[config.mk]
export PLATFORM = sky130hd
export DESIGN_NAME = data_mem_arbiter_flat
export DESIGN_NICKNAME = d
export VERILOG_FILES = /design/src/rtl/dma_pkg.sv /design/src/rtl/data_mem_arbiter_if.sv /design/src/rtl/rr_arbiter2.sv /design/src/rtl/data_mem_arbiter.sv /design/src/flat_wrapper.sv
export SDC_FILE = /design/constraint.sdc
export NUM_CORES = 1
export LEC_CHECK = 0
export ABC_AREA = 1
export CORE_MARGIN = 1.5
export CORE_UTILIZATION = 46
export DETAILED_ROUTE_END_ITERATION = 8
export PLACE_DENSITY = 0.95
export SLEW_MARGIN = 20
export SYNTH_ARGS = -nofsm -noshare
export SYNTH_HDL_FRONTEND = slang
export SYNTH_HIERARCHICAL = 1
export SYNTH_SLANG_ARGS = --single-unit
[constraint.sdc]
create_clock -name clk_i -period 3.2 [get_ports clk_i]
set_input_delay 0.64 -clock clk_i [delete_from_list [all_inputs] [get_ports clk_i]]
set_output_delay 0.64 -clock clk_i [all_outputs]
set_load 0.02 [all_outputs]
[src/rtl/dma_pkg.sv]
// dma_pkg: shared types and constants for the data memory arbiter.
//   state_t    - sequencer states
//   mem_req_t  - one port's request operands
//   range_err  - byte-address range check for a DEPTH-byte memory
package dma_pkg;
   localparam int ADDR_W    = 16;
   localparam int DATA_W    = 16;
   localparam int MEM_DEPTH = 64;
   typedef enum logic [2:0] {IDLE, ISSUE, RMW_RD, RMW_WR, RESP} state_t;
   typedef struct packed {
      logic              we;
      logic              bw;
      logic              sx;
      logic [ADDR_W-1:0] addr;
      logic [DATA_W-1:0] wdata;
   } mem_req_t;
   // two_bytes: the access touches addr and addr+1 (word access, or the RMW of a byte store)
   function automatic logic range_err(input logic [ADDR_W-1:0] addr, input logic two_bytes,
                                      input int unsigned depth);
      return (32'(addr) >= depth) || (two_bytes && 32'(addr) == depth - 1);
   endfunction
endpackage

[src/rtl/data_mem_arbiter_if.sv]
// data_mem_arbiter_if: one requester port of the data memory arbiter.
//   req/we/bw/sx/addr/wdata : requester -> arbiter, held stable until ack
//   ack/err/rdata           : arbiter -> requester, err and rdata valid with ack
interface data_mem_arbiter_if;
   import dma_pkg::*;
   logic              req;
   logic              we;
   logic              bw;
   logic              sx;
   logic [ADDR_W-1:0] addr;
   logic [DATA_W-1:0] wdata;
   logic              ack;
   logic              err;
   logic [DATA_W-1:0] rdata;
   modport master (output req, we, bw, sx, addr, wdata, input ack, err, rdata);
   modport slave  (input req, we, bw, sx, addr, wdata, output ack, err, rdata);
endinterface

[src/rtl/rr_arbiter2.sv]
// rr_arbiter2: two-way round-robin arbiter.
//   clk_i, rst_i : clock, synchronous active-high reset
//   req_i        : request per port
//   accept_i     : grant is taken this cycle; the last-grant register moves only then
//   gnt_o        : one-hot grant (combinational)
module rr_arbiter2 #(
   parameter bit PRIO_INIT = 1'b0
) (
   input  logic       clk_i,
   input  logic       rst_i,
   input  logic [1:0] req_i,
   input  logic       accept_i,
   output logic [1:0] gnt_o
);
   logic last_q, last_d;
   always_comb begin
      gnt_o  = (&req_i) ? (last_q ? 2'b01 : 2'b10) : req_i;
      last_d = (accept_i && |req_i) ? gnt_o[1] : last_q;
   end
   // starting from ~PRIO_INIT makes PRIO_INIT win the first contention
   always_ff @(posedge clk_i) begin
      last_q <= rst_i ? ~PRIO_INIT : last_d;
   end
endmodule

[src/rtl/data_mem_arbiter.sv]
// data_mem_arbiter: two-port sequencer in front of a single-port byte-addressed data memory.
//   clk_i, rst_i     : clock, synchronous active-high reset
//   p0_if, p1_if     : CPU load/store port and loader port (req/ack handshake)
//   address_o        : memory byte address, holds its last value
//   write_data_o     : memory write data
//   mem_read_o       : memory read strobe (memory samples on negedge)
//   mem_write_o      : memory write strobe (memory writes on posedge)
//   ctrl_bw_o        : byte read
//   ctrl_m_o         : sign-extend byte read
//   data_i           : memory read data, valid at the posedge after mem_read_o
module data_mem_arbiter
   import dma_pkg::*;
#(
   parameter int unsigned DEPTH     = MEM_DEPTH,
   parameter bit          PRIO_INIT = 1'b0
) (
   input  logic                 clk_i,
   input  logic                 rst_i,
   data_mem_arbiter_if.slave    p0_if,
   data_mem_arbiter_if.slave    p1_if,
   output logic [ADDR_W-1:0]    address_o,
   output logic [DATA_W-1:0]    write_data_o,
   output logic                 mem_read_o,
   output logic                 mem_write_o,
   output logic                 ctrl_bw_o,
   output logic                 ctrl_m_o,
   input  logic [DATA_W-1:0]    data_i
);
   localparam int B = DATA_W / 2;
   state_t                   state_q, state_d;
   logic                     port_q, port_d;
   logic                     err_q, err_d;
   logic                     we_q, we_d;
   logic [ADDR_W-1:0]        addr_q, addr_d;
   logic [DATA_W-1:0]        wdata_q, wdata_d;
   logic [1:0][DATA_W-1:0]   rdata_q, rdata_d;
   logic [1:0]               ack_q, ack_d;
   logic                     rd_q, rd_d, wr_q, wr_d, bw_q, bw_d, m_q, m_d;
   logic [DATA_W-1:0]        wd_q, wd_d;
   logic [1:0]               gnt;
   mem_req_t                 sel;
   logic                     sel_err;
   rr_arbiter2 #(.PRIO_INIT(PRIO_INIT)) u_arb (
      .clk_i    (clk_i),
      .rst_i    (rst_i),
      .req_i    ({p1_if.req, p0_if.req}),
      .accept_i (state_q == IDLE),
      .gnt_o    (gnt)
   );
   assign sel = gnt[1] ? {p1_if.we, p1_if.bw, p1_if.sx, p1_if.addr, p1_if.wdata}
                       : {p0_if.we, p0_if.bw, p0_if.sx, p0_if.addr, p0_if.wdata};
   // a byte store reads then writes the whole word, so it needs addr+1 in range too
   assign sel_err = range_err(sel.addr, !sel.bw || sel.we, DEPTH);
   always_comb begin
      state_d = state_q;
      port_d  = port_q;
      err_d   = err_q;
      we_d    = we_q;
      addr_d  = addr_q;
      wdata_d = wdata_q;
      rdata_d = rdata_q;
      ack_d   = '0;
      rd_d    = 1'b0;
      wr_d    = 1'b0;
      bw_d    = 1'b0;
      m_d     = 1'b0;
      wd_d    = '0;
      case (state_q)
         IDLE: if (|gnt) begin
            port_d  = gnt[1];
            err_d   = sel_err;
            we_d    = sel.we;
            addr_d  = sel.addr;
            wdata_d = sel.wdata;
            state_d = (!sel_err && sel.we && sel.bw) ? RMW_RD : ISSUE;
            rd_d    = !sel_err && (!sel.we || sel.bw);
            wr_d    = !sel_err && sel.we && !sel.bw;
            bw_d    = !sel_err && !sel.we && sel.bw;
            m_d     = bw_d && sel.sx;
            wd_d    = wr_d ? sel.wdata : '0;
         end
         ISSUE: begin
            state_d        = RESP;
            ack_d[port_q]  = 1'b1;
            if (err_q || !we_q) rdata_d[port_q] = err_q ? '0 : data_i;
         end
         RMW_RD: begin
            state_d = RMW_WR;
            wr_d    = 1'b1;
            wd_d    = {data_i[DATA_W-1:B], wdata_q[B-1:0]};
         end
         RMW_WR: begin
            state_d       = RESP;
            ack_d[port_q] = 1'b1;
         end
         default: state_d = IDLE;
      endcase
   end
   always_ff @(posedge clk_i) begin
      if (rst_i) begin
         state_q <= IDLE;
         port_q  <= 1'b0;
         err_q   <= 1'b0;
         we_q    <= 1'b0;
         addr_q  <= '0;
         wdata_q <= '0;
         rdata_q <= '0;
         ack_q   <= '0;
         rd_q    <= 1'b0;
         wr_q    <= 1'b0;
         bw_q    <= 1'b0;
         m_q     <= 1'b0;
         wd_q    <= '0;
      end else begin
         state_q <= state_d;
         port_q  <= port_d;
         err_q   <= err_d;
         we_q    <= we_d;
         addr_q  <= addr_d;
         wdata_q <= wdata_d;
         rdata_q <= rdata_d;
         ack_q   <= ack_d;
         rd_q    <= rd_d;
         wr_q    <= wr_d;
         bw_q    <= bw_d;
         m_q     <= m_d;
         wd_q    <= wd_d;
      end
   end
   assign address_o    = addr_q;
   assign write_data_o = wd_q;
   assign mem_read_o   = rd_q;
   assign mem_write_o  = wr_q;
   assign ctrl_bw_o    = bw_q;
   assign ctrl_m_o     = m_q;
   assign p0_if.ack    = ack_q[0];
   assign p1_if.ack    = ack_q[1];
   assign p0_if.err    = ack_q[0] & err_q;
   assign p1_if.err    = ack_q[1] & err_q;
   assign p0_if.rdata  = rdata_q[0];
   assign p1_if.rdata  = rdata_q[1];
endmodule
[src/flat_wrapper.sv]
// flat-port wrapper written by rule: the top's interface ports become plain ports
module data_mem_arbiter_flat import dma_pkg::*;
#(
   parameter int unsigned DEPTH     = MEM_DEPTH,
   parameter bit          PRIO_INIT = 1'b0
)
  (clk_i, rst_i, address_o, write_data_o, mem_read_o, mem_write_o, ctrl_bw_o, ctrl_m_o, data_i, p0_if_req, p0_if_we, p0_if_bw, p0_if_sx, p0_if_addr, p0_if_wdata, p0_if_ack, p0_if_err, p0_if_rdata, p1_if_req, p1_if_we, p1_if_bw, p1_if_sx, p1_if_addr, p1_if_wdata, p1_if_ack, p1_if_err, p1_if_rdata);
  data_mem_arbiter_if p0_if_i ();
  data_mem_arbiter_if p1_if_i ();
  input  logic clk_i;
  input  logic rst_i;
  output logic [ADDR_W-1:0] address_o;
  output logic [DATA_W-1:0] write_data_o;
  output logic mem_read_o;
  output logic mem_write_o;
  output logic ctrl_bw_o;
  output logic ctrl_m_o;
  input  logic [DATA_W-1:0] data_i;
  input wire logic [$bits(p0_if_i.req)-1:0] p0_if_req;
  input wire logic [$bits(p0_if_i.we)-1:0] p0_if_we;
  input wire logic [$bits(p0_if_i.bw)-1:0] p0_if_bw;
  input wire logic [$bits(p0_if_i.sx)-1:0] p0_if_sx;
  input wire logic [$bits(p0_if_i.addr)-1:0] p0_if_addr;
  input wire logic [$bits(p0_if_i.wdata)-1:0] p0_if_wdata;
  output wire logic [$bits(p0_if_i.ack)-1:0] p0_if_ack;
  output wire logic [$bits(p0_if_i.err)-1:0] p0_if_err;
  output wire logic [$bits(p0_if_i.rdata)-1:0] p0_if_rdata;
  input wire logic [$bits(p1_if_i.req)-1:0] p1_if_req;
  input wire logic [$bits(p1_if_i.we)-1:0] p1_if_we;
  input wire logic [$bits(p1_if_i.bw)-1:0] p1_if_bw;
  input wire logic [$bits(p1_if_i.sx)-1:0] p1_if_sx;
  input wire logic [$bits(p1_if_i.addr)-1:0] p1_if_addr;
  input wire logic [$bits(p1_if_i.wdata)-1:0] p1_if_wdata;
  output wire logic [$bits(p1_if_i.ack)-1:0] p1_if_ack;
  output wire logic [$bits(p1_if_i.err)-1:0] p1_if_err;
  output wire logic [$bits(p1_if_i.rdata)-1:0] p1_if_rdata;
  assign p0_if_i.req = p0_if_req;
  assign p0_if_i.we = p0_if_we;
  assign p0_if_i.bw = p0_if_bw;
  assign p0_if_i.sx = p0_if_sx;
  assign p0_if_i.addr = p0_if_addr;
  assign p0_if_i.wdata = p0_if_wdata;
  assign p0_if_ack = p0_if_i.ack;
  assign p0_if_err = p0_if_i.err;
  assign p0_if_rdata = p0_if_i.rdata;
  assign p1_if_i.req = p1_if_req;
  assign p1_if_i.we = p1_if_we;
  assign p1_if_i.bw = p1_if_bw;
  assign p1_if_i.sx = p1_if_sx;
  assign p1_if_i.addr = p1_if_addr;
  assign p1_if_i.wdata = p1_if_wdata;
  assign p1_if_ack = p1_if_i.ack;
  assign p1_if_err = p1_if_i.err;
  assign p1_if_rdata = p1_if_i.rdata;
  data_mem_arbiter #(.DEPTH(DEPTH), .PRIO_INIT(PRIO_INIT)) u_core (.clk_i(clk_i), .rst_i(rst_i), .p0_if(p0_if_i), .p1_if(p1_if_i), .address_o(address_o), .write_data_o(write_data_o), .mem_read_o(mem_read_o), .mem_write_o(mem_write_o), .ctrl_bw_o(ctrl_bw_o), .ctrl_m_o(ctrl_m_o), .data_i(data_i));
endmodule
==> reports/results.ini, run 1 <==
[outcome]
status = finished clean

[sta]
worst_pin_slew_ns = 0.695
tns_ns = 0
maxSlewViolCount = 0
post-route-min-period_ns = 2.76
setup_violations = 0
fin_crit_sh = 0.863
finClkSkew_ns = 0.0180
hold_violations = 0
grt_setup_unrepaired = false
slew-limit-headroom = 0.536
fmax_mhz = 362

[synth]
yosysUniqueCellTypes = 31
ys_seq_area_frac = 0.453
synth_flop_cell = dfxtp_1
synth_edf_count = 0
synth.most_common_cell = nand2_1
avgSynthCellArea_um2 = 7.10
synthTopCellsByCount = 153 x nand2_1, 85 x dfxtp_1, 64 x a21oi_1, 52 x inv_1, 48 x nor2_1
syn_inst = 529
yosysTopAreaCell = dfxtp_1
ys_seq_elements = 85
syn_nets = 619
ys_warn_count = 6
synthArstFlopShare = 0
synthesis.area_mm2 = 0.00376
synthTopCellsByArea = dfxtp_1 45%, nand2_1 15%, a21oi_1 8.5%
synth_top_area_frac = 0.453

[finish]
fillers = 575
antenna_cells = 0
nets = 768
drive_gt1_frac = 0.0600
syn_to_final_growth_pct = 48.7
utilization = 0.716

[die]
die_width_um = 93.4
rows = 32
die_area_mm2 = 0.00872
initial_core_util = 0.481
io-pin-count = 162
dieHeight_um = 93.4
core_mm2 = 0.00781

[routing]
drt_pass1_iterations = 7
final_antenna_net_count = 0
vias = 4100
vias_per_cell = 5.22
drc = 0
first_iter_violations = 280
wl_um = 11500
wire_per_inst_um = 14.7

[global_routing]
gr-total-overflow = 0
grt_max_degree = 45
grt_first_pass_wirelength_um = 18400
grt_pass1_vias = 4021
antenna_found_initial = 0
grt_usage = 0.268

[clock_network]
cts_tree = done
cts_resized = 0
clockBufferDepth = 2
cts_made_buffers = 9
insertion_delay_ns = 0.36
cts_setup_buffers = 0
cts_hold_buf = 0
htree_levels = 3
cts_root_buffer = clkbuf_8
clk_pin_slew_ns = 0.09
clock-sinks = 85

[hold_path]
hp-class = reg2reg

[worst_setup_path]
critPathMaxFanout = 44
start_kind = input port
crit_required_ns = 3.45
crit_type = in2reg
worstPathArrival_ns = 3.01
cp-end-kind = flip-flop

[placement]
numPortBuffers = 161
dp_hpwl_um = 8550
gp_congestion = 0.850

[power_and_ir_drop]
cellPowerDensity_mw_per_mm2 = 459
ir_drop_v = 0.000360
total_leakage_power_uw = 0.00238

[job]
cap_violations = 0

==> kinds of logic after synthesis <==
| family | share of synthesized area |
|---|---|
| buf+inv | 0.104 |
| simple gates | 0.269 |
| compound gates | 0.174 |
| flops | 0.453 |
==> routing by layer <==
| layer | global-route usage | vias up | part of all wire |
|---|---|---|---|
| li1 | - | 1979 | - |
| met1 | 0.308 | 1869 | 0.39 |
| met2 | 0.460 | 204 | 0.50 |
| met3 | 0.0593 | 48 | 0.064 |
| met4 | 0.144 | 0 | 0.049 |
| met5 | 0 | - | 0 |
==> registers in the layout, summed over array words and instances, names as in the netlist <==
| signal | cells |
|---|---|
| u_core/address_o | 16 |
| u_core/p0_if.rdata | 16 |
| u_core/p1_if.rdata | 16 |
| u_core/write_data_o | 16 |
| u_core/wdata_q | 8 |
| u_core/state_q | 3 |
| u_core/ack_q | 2 |
| u_core/ctrl_bw_o | 1 |
| u_core/ctrl_m_o | 1 |
| u_core/err_q | 1 |
| u_core/mem_read_o | 1 |
| u_core/mem_write_o | 1 |
| u_core/port_q | 1 |
| u_core/u_arb/last_q | 1 |
| u_core/we_q | 1 |
==> cells in the final DEF, fill, tap and decap left out, types with 2 or more instances in the layout <==
cell type,n
clkdlybuf4s50_1,161
nand2_2,3
buf_4,7
nor2_2,6
a21oi_1,64
o21ai_0,33
inv_1,52
inv_6,2
nand4_1,16
nand2_1,153
clkinv_4,2
inv_8,2
nor2_1,47
nand3_1,4
dfxtp_1,85
o21a_1,14
clkbuf_8,9
o21ai_1,6
nor2_4,2
==> critical path, stage by stage <==
cell and delay [ns]:
clkdlybuf4s50_1 0.50, nand2_1 0.09, and2_1 0.18, buf_12 0.19, inv_4 0.25, nand2_1 0.10, nand2_1 0.13, nand2_2 0.08
nor2_4 0.15, nand3_4 0.11, nor2_8 0.24, nand3_1 0.13, o21ai_0 0.16, inv_1 0.05
==> through the flow <==
| stage | instances | setup slack [ns] | total power, uW | hold WS (ns) | instance area (um2) |
|---|---|---|---|---|---|
| 2_1_floorplan | 529 | 1.15 | 1540 | 0.436 | 3760 |
| 3_3_place_gp | 769 | 0.249 | 1800 | 0.449 | 5390 |
| 3_5_place_dp | 769 | 0.117 | 1830 | 0.455 | 5390 |
| 4_1_cts | 785 | 0.490 | 2570 | 0.471 | 5580 |
| 5_1_grt | 785 | 0.238 | 2680 | 0.496 | 5590 |
| 6_report | 785 | 0.439 | 2570 | 0.472 | 5590 |
==> final cells by class <==
cell class / instances / area, um2 / share of cell area
Tap cell: 102 / 128 / 0.0228
Sequential cell: 85 / 1700 / 0.305
Inverter: 55 / 209 / 0.0374
Multi-Input combinational cell: 358 / 1670 / 0.298
Clock buffer: 9 / 124 / 0.0222
Clock inverter: 7 / 73.8 / 0.0132
Timing Repair Buffer: 169 / 1680 / 0.301
==> report_power, final <==
group / internal, uW / leakage [uW] / switching, uW
Clock: 308 / 0.000101 / 440
Sequential: 1130 / 0.000694 / 45.0
Combinational: 289 / 0.00159 / 352
==> final timing paths <==
kind / startpoint / to / slack, ns / cells past startpoint
min reg2reg: u_core/wdata_q[0] / u_core/wdata_q[0] / 0.47 / 2
max: p0_if_req / u_core/state_q[0] / 0.44 / 14
min: u_core/wdata_q[0] / u_core/wdata_q[0] / 0.47 / 2
max reg2reg: u_core/u_arb/last_q / u_core/state_q[0] / 0.85 / 13
(Power assumes the default switching activity.)
==> inputs of run 2 (changes only) <==
--- a/config.mk
+++ b/config.mk
@@ -10,7 +10,6 @@
 export CORE_UTILIZATION = 46
 export DETAILED_ROUTE_END_ITERATION = 8
 export PLACE_DENSITY = 0.95
-export SLEW_MARGIN = 20
 export SYNTH_ARGS = -nofsm -noshare
 export SYNTH_HDL_FRONTEND = slang
 export SYNTH_HIERARCHICAL = 1
==> reports/results.ini, run 2 (synthesis gave the netlist of run 1 again) <==
[placement]
placed_cells_incl_taps = 769  ; unchanged
numPortBuffers = 161  ; unchanged
gp_congestion = 0.850  ; unchanged
dp_hpwl_um = 8550  ; unchanged

[die]
io-pin-count = 162  ; unchanged
die_width_um = 93.4  ; unchanged
die_area_mm2 = 0.00872  ; unchanged
rows = 32  ; unchanged
dieHeight_um = 93.4  ; unchanged
initial_core_util = 0.481  ; unchanged
core_mm2 = 0.00781  ; unchanged

[sta]
maxSlewViolCount = 0  ; unchanged
post-route-min-period_ns = 2.77  ; +0.00371 ns
fmax_mhz = 362  ; -0.13%
grt_setup_unrepaired = false
slew-limit-headroom = 0.300  ; -0.236
worst_pin_slew_ns = 1.05  ; +0.351 ns
fin_crit_sh = 0.864  ; +0.00116
finClkSkew_ns = 0.0174  ; -0.000598 ns
hold_violations = 0  ; unchanged
tns_ns = 0  ; unchanged
setup_violations = 0  ; unchanged
whs_ns = 0.472  ; -0.0000350 ns

[hold_path]
hp-class = reg2reg

[routing]
vias = 4097  ; -0.073%
wl_um = 11600  ; +0.50%
drt_pass1_iterations = 5  ; -2
drc = 0  ; unchanged
final_antenna_net_count = 0  ; unchanged
first_iter_violations = 282  ; +0.71%
vias_per_cell = 5.22  ; about the same
wire_per_inst_um = 14.7  ; +0.50%

[global_routing]
grt_max_degree = 45  ; unchanged
grt_usage = 0.268  ; unchanged
antenna_found_initial = 0  ; unchanged
gr-total-overflow = 0  ; unchanged
grt_first_pass_wirelength_um = 18400  ; unchanged
grt_pass1_vias = 4021  ; unchanged

[clock_network]
clock-sinks = 85  ; unchanged
insertion_delay_ns = 0.37  ; about the same
cts_hold_buf = 0  ; unchanged
clockBufferDepth = 2  ; unchanged
cts_root_buffer = clkbuf_8
cts_setup_buffers = 0  ; unchanged
htree_levels = 3  ; unchanged
cts_tree = done
cts_made_buffers = 9  ; unchanged
clk_pin_slew_ns = 0.09  ; about the same
cts_resized = 0  ; unchanged

[power_and_ir_drop]
ir_drop_v = 0.000360  ; about the same
cellPowerDensity_mw_per_mm2 = 460  ; +0.13%
total_leakage_power_uw = 0.00238  ; about the same

[outcome]
status = finished clean

[worst_setup_path]
start_kind = input port
cp-end-kind = flip-flop
crit_type = in2reg
critPathMaxFanout = 44  ; unchanged
crit_required_ns = 3.45  ; about the same
worstPathArrival_ns = 3.02  ; about the same

[finish]
layout_common_cells = 161 x clkdlybuf4s50_1, 153 x nand2_1, 85 x dfxtp_1
fillers = 576  ; +0.17%
antenna_cells = 0  ; unchanged
utilization = 0.715  ; about the same
layout_commonest_cell = clkdlybuf4s50_1
drive_gt1_frac = 0.0586  ; -0.00146
syn_to_final_growth_pct = 48.7  ; about the same
finalNonFillerCells = 785  ; unchanged
nets = 768  ; unchanged

[job]
cap_violations = 0  ; unchanged

==> run 2: area by class of cell <==
cell class	instances	area, um2	area share
inverter	55	209	0.0374
clock inverter	7	73.8	0.0132
clock buffer	9	124	0.0222
sequential	85	1700	0.305
tap	102	128	0.0229
timing repair buffer	169	1680	0.302
multi-input combinational	358	1660	0.298
==> run 2: final timing paths <==
check / slack (ns) / depth (start not counted) / to / start
max: 0.43 / 14 / u_core/state_q[0] / p0_if_req
min: 0.47 / 2 / u_core/wdata_q[0] / u_core/wdata_q[0]
max reg2reg: 0.85 / 13 / u_core/state_q[0] / u_core/u_arb/last_q
min reg2reg: 0.47 / 2 / u_core/wdata_q[0] / u_core/wdata_q[0]
==> run 2: layer usage <==
layer	part of all wire	track usage
met2	0.50	0.460
met4	0.046	0.144
met3	0.065	0.0593
met5	0	0
met1	0.39	0.308
==> run 2: stage by stage <==
stage | setup WS, ns | total power (uW) | instance area, um2
finish | 0.435 | 2570 | 5580
global route | 0.238 | 2680 | 5580
CTS | 0.490 | 2570 | 5580
detailed placement | 0.117 | 1830 | 5390
global placement | 0.249 | 1800 | 5390
floorplan | 1.15 | 1540 | 3760
==> run 2: worst max-delay path: stages <==
cell,delay (ns)
clkdlybuf4s50_1,0.50
nand2_1,0.09
and2_1,0.18
buf_12,0.19
inv_4,0.25
nand2_1,0.10
nand2_1,0.13
nand2_2,0.08
nor2_4,0.15
nand3_4,0.11
nor2_8,0.24
nand3_1,0.13
o21ai_0,0.16
inv_1,0.05
==> run 2: power by group <==
part | internal [uW] | total (uW) | switching, uW
Clock | 308 | 750 | 442
Sequential | 1130 | 1180 | 45.1
Combinational | 289 | 641 | 353
